**src/rtl/cp0_redirect_ctrl.sv**
```systemverilog
// Pipeline redirect sequencer for CP0 exception, interrupt and ERET commits:
// freeze, drain data memory, flush every stage, then hand the new PC to fetch.
module cp0_redirect_ctrl #(
  parameter logic [31:0] EXC_VECTOR = 32'hbfc00380,
  parameter int unsigned DRAIN_MAX  = 16
) (
  input  logic        clk,
  input  logic        resetn,
  input  logic        excep_cmt,
  input  logic        int_cmt,
  input  logic        eret_cmt,
  input  logic [31:0] epc_value,
  input  logic        mem_busy,
  input  logic        fetch_ready,
  output logic        stall_all,
  output logic [3:0]  flush,
  output logic        redirect_valid,
  output logic [31:0] redirect_pc,
  output logic [1:0]  redirect_cause,
  output logic        drain_timeout,
  output logic        event_lost
);

  typedef enum logic [1:0] {
    IDLE     = 2'd0,
    DRAIN    = 2'd1,
    FLUSH    = 2'd2,
    REDIRECT = 2'd3
  } state_t;

  localparam logic [7:0] DRAIN_LAST = 8'(DRAIN_MAX - 1);

  state_t     state;
  logic [7:0] drain_cnt;
  logic       any_cmt;

  assign any_cmt = excep_cmt | int_cmt | eret_cmt;

  // Outputs are registered alongside the state they belong to, so they only
  // ever reflect registered state and never follow an input combinationally.
  always_ff @(posedge clk or negedge resetn) begin
    if (!resetn) begin
      state          <= IDLE;
      drain_cnt      <= 8'd0;
      stall_all      <= 1'b0;
      flush          <= 4'b0000;
      redirect_valid <= 1'b0;
      redirect_pc    <= 32'h0;
      redirect_cause <= 2'b00;
      drain_timeout  <= 1'b0;
      event_lost     <= 1'b0;
    end else begin
      if (state != IDLE && any_cmt) begin
        event_lost <= 1'b1;
      end

      case (state)
        IDLE: begin
          if (any_cmt) begin
            drain_cnt <= 8'd0;
            stall_all <= 1'b1;
            if (excep_cmt) begin
              redirect_cause <= 2'b01;
              redirect_pc    <= EXC_VECTOR;
            end else if (int_cmt) begin
              redirect_cause <= 2'b10;
              redirect_pc    <= EXC_VECTOR;
            end else begin
              redirect_cause <= 2'b11;
              redirect_pc    <= epc_value;
            end
            if (mem_busy) begin
              state <= DRAIN;
            end else begin
              state <= FLUSH;
              flush <= 4'b1111;
            end
          end
        end

        // Counter starts at zero on the first DRAIN cycle, so the timeout
        // fires on the DRAIN_MAX-th cycle spent here.
        DRAIN: begin
          drain_cnt <= drain_cnt + 8'd1;
          if (!mem_busy) begin
            state <= FLUSH;
            flush <= 4'b1111;
          end else if (drain_cnt == DRAIN_LAST) begin
            state         <= FLUSH;
            flush         <= 4'b1111;
            drain_timeout <= 1'b1;
          end
        end

        FLUSH: begin
          state          <= REDIRECT;
          flush          <= 4'b0000;
          redirect_valid <= 1'b1;
        end

        REDIRECT: begin
          if (fetch_ready) begin
            state          <= IDLE;
            stall_all      <= 1'b0;
            redirect_valid <= 1'b0;
            redirect_cause <= 2'b00;
          end
        end

        default: begin
          state          <= IDLE;
          stall_all      <= 1'b0;
          flush          <= 4'b0000;
          redirect_valid <= 1'b0;
          redirect_cause <= 2'b00;
        end
      endcase
    end
  end

endmodule
```
**config.mk**
```make
export PLATFORM = sky130hd
export DESIGN_NAME = cp0_redirect_ctrl
export DESIGN_NICKNAME = d
export VERILOG_FILES = /design/src/rtl/cp0_redirect_ctrl.sv
export SDC_FILE = /design/constraint.sdc
export NUM_CORES = 1
export LEC_CHECK = 0
export ABC_AREA = 1
export CAP_MARGIN = 0
export CORE_ASPECT_RATIO = 1.25
export CORE_MARGIN = 2
export CORE_UTILIZATION = 50
export CTS_BUF_LIST = sky130_fd_sc_hd__clkbuf_2 sky130_fd_sc_hd__clkbuf_4 sky130_fd_sc_hd__clkbuf_8
export CTS_CLUSTER_DIAMETER = 60
export DETAILED_ROUTE_END_ITERATION = 8
export PLACE_DENSITY = 0.88
export SYNTH_ARGS = -nofsm -noshare
export SYNTH_HDL_FRONTEND = slang
export SYNTH_SLANG_ARGS = --single-unit
export TNS_END_PERCENT = 50
```
**constraint.sdc**
```tcl
create_clock -name clk -period 4.3 [get_ports clk]
set_clock_uncertainty 0.2 [all_clocks]
set_input_delay 0.86 -clock clk [delete_from_list [all_inputs] [get_ports clk]]
set_output_delay 0.86 -clock clk [all_outputs]
set_load 0.02 [all_outputs]
```
==> flow_metrics.env <==
export IMPL_nets=390
export IMPL_wirelength_um=4932
export IMPL_grt_max_degree=50
export IMPL_die_x_um=64.33
export IMPL_dr_total_vias=2011
export IMPL_final_cells=404
export IMPL_gp_congestion=0.8071
export IMPL_cts_tree="yes"
export IMPL_fillers=350
export IMPL_ys_seq_area_share_pct=53.91
export IMPL_met1_length_um=2093
export IMPL_holdPathEnd="redirect_cause[1]"
export IMPL_tightest_slew_ns=1.030
export IMPL_crit_type="primary input to register"
export IMPL_cts_setup_buffers=0
export IMPL_cp_end_kind="register"
export IMPL_r2r_slack_ns=2.19
export IMPL_synth_top_area_share_pct=53.91
export IMPL_pre_cts_slack_ns=1.515
export IMPL_postRouteAntennaNets=0
export IMPL_timing_rr_end="redirect_pc[28]"
export IMPL_synth_top_flop_cell="dfrtp_1"
export IMPL_hp_start="redirect_cause[1]"
export IMPL_clock_path_buffers=2
export IMPL_fin_ws_ns=1.823
export IMPL_synth_largest_area_cell="dfrtp_1"
export IMPL_slew_viol_final=0
export IMPL_dr_max_layer_used="met4"
export IMPL_synthArstFlopShare_pct=100.0
export IMPL_startpoint_type="primary input"
export IMPL_cp_max_fo=40
export IMPL_rsz0062_at_grt="false"
export IMPL_hold_buffers=0
export IMPL_timing_fmax_ghz=0.4037
export IMPL_start_util_pct=51.79
export IMPL_syn_area_mm2=0.002275
export IMPL_syn_area_per_cell_um2=8.394
export IMPL_cts_reportedPaths_clkPinSlew_ns=0.08
export IMPL_synth_cells=271
export IMPL_synth_yosys_warnings=0
export IMPL_core_mm2=0.004392
export IMPL_power_density_mw_per_mm2=664.7
export IMPL_dp_cells=397
export IMPL_syn_nets=315
export IMPL_power_leakage_nw=1.431
export IMPL_route_met3_wl_um=304
export IMPL_syn_to_final_growth_pct=38.17
export IMPL_clock_sink_count=49
export IMPL_dr_pass1_iters=4
export IMPL_hp_class="register to register"
export IMPL_arrival_ns=2.45
export IMPL_route_detailed_drc=0
export IMPL_synth_seq_cells=49
export IMPL_period_needed_ns=2.477
export IMPL_synth_common_cells="100 x nand2_1, 49 x dfrtp_1, 22 x o21ai_1"
export IMPL_port_buffers=80
export IMPL_dieArea_mm2=0.005108
export IMPL_setup_viol=0
export IMPL_dp_hpwl_um=3694
export IMPL_crit_reg2reg_launch="state[0]"
export IMPL_r2r_cells=5
export IMPL_cap_viol_max_count=0
export IMPL_grt_pass1_wl_um=8431
export IMPL_layout_drive_gt1_share_pct=5.491
export IMPL_hold_viol_final=0
export IMPL_yosys_top_cells_area="dfrtp_1 54%, nand2_1 17%, o21ai_1 4.8%"
export IMPL_cts_root_buf="clkbuf_8"
export IMPL_ios=81
export IMPL_drt_initial_drc_count=90
export IMPL_htreeDepth=2
export IMPL_fin_setup_tns_ns=0
export IMPL_diodes=0
export IMPL_whs_path_depth=2
export IMPL_wl_per_cell_um=12.21
export IMPL_antenna_found_initial=0
export IMPL_yosysMostFrequentCell="nand2_1"
export IMPL_status="complete, no violations"
export IMPL_relSlewSlack_pct=31.36
export IMPL_cts_buffers=5
export IMPL_crit_required_ns=4.27
export IMPL_dieHeight_um=79.41
export IMPL_avgViaCountPerCell=4.978
export IMPL_peakVddDrop_mv=0.3605
export IMPL_rows=27
export IMPL_clock_latency_ns=0.30
export IMPL_wl_met2_um=2477
export IMPL_grt_pass1_vias=1945
export IMPL_synth_cell_types=22
export IMPL_overflow=0
export IMPL_cts_resized=0
export IMPL_synth_edff_count=0
export IMPL_fin_crit_sh_pct=57.61
export IMPL_grt_usage_pct=20.97
[state kept, by name (all words and copies together), names as in the netlist]
register        cells
state               2
stall_all           1
drain_cnt           8
redirect_cause      2
redirect_valid      1
drain_timeout       1
redirect_pc        32
event_lost          1
flush               1
[cell type report]
| class | instances | area, um^2 | area share [%] |
|---|---|---|---|
| Sequential cell | 49 | 1226 | 39.01 |
| Multi-Input combinational cell | 190 | 875.8 | 27.87 |
| Clock buffer | 7 | 90.09 | 2.866 |
| Tap cell | 58 | 72.57 | 2.309 |
| Inverter | 18 | 67.56 | 2.150 |
| Timing Repair Buffer | 82 | 810.8 | 25.80 |
[cells in the final DEF (no fill, tap or decap)]
cell               n
o21a_1             1
a21o_1             1
o21ai_2            1
nand4_1            3
nand2_1          100
nor2_4             1
nand2_2            3
clkbuf_4           1
dfrtp_1           49
ha_1               5
inv_2              2
nor2_1            19
o21ai_0           15
buf_2              1
o2bb2ai_1          1
clkdlybuf4s50_1   79
inv_1             16
or2_2              2
clkbuf_8           6
nand3_1           13
o21ai_1           22
o21bai_1           3
buf_4              2
[metal layers]
| layer | GRT usage, % | up-vias |
|---|---|---|
| li1 | - | 1005 |
| met1 | 26.06 | 932 |
| met2 | 35.63 | 68 |
| met3 | 5.642 | 6 |
| met4 | 6.596 | 0 |
| met5 | 0 | - |
[worst max-delay path by stage]
stage	from	to	slack, ns	cells after the start
after floorplan	excep_cmt	redirect_pc[7]	2.51	6
after global placement	excep_cmt	redirect_pc[26]	1.58	6
after detailed placement	excep_cmt	redirect_pc[28]	1.51	6
after CTS	excep_cmt	redirect_pc[8]	1.84	7
after global routing	excep_cmt	redirect_pc[2]	1.70	7
final	excep_cmt	redirect_pc[28]	1.82	6
[critical path, stage by stage]
cell	delay (ns)
clkdlybuf4s50_1	0.46
nor2_4	0.14
nand2_2	0.07
nand2_2	0.35
buf_4	0.41
o21ai_0	0.14
[report_power, final]
part | internal [mW] | switching (mW)
registers | 0.637 | 0.114
logic | 0.462 | 0.602
clock network | 0.134 | 0.141
[through the flow]
stage                     cell area (um^2)  hold WS (ns)  power, mW  utilization (%)
final                                 3143        0.2827      2.089            71.57
after global routing                  3143        0.3068      2.231            71.57
after CTS                             3143        0.2862      2.106            71.57
after detailed placement              3053        0.2677      1.822            69.52
after global placement                3053        0.2574      1.787            69.52
after floorplan                       2275        0.2895      1.401                -
[kinds of logic after synthesis]
| kind of cell | after synthesis | share of synthesized area (%) |
|---|---|---|
| adders and majority gates | 5 | 2.750 |
| buffers and inverters | 32 | 7.591 |
| and+or+nand+nor | 141 | 25.19 |
| DFF | 49 | 53.91 |
| AOI/OAI and AO/OA | 44 | 10.56 |
Power figures use the tool's default switching activity.
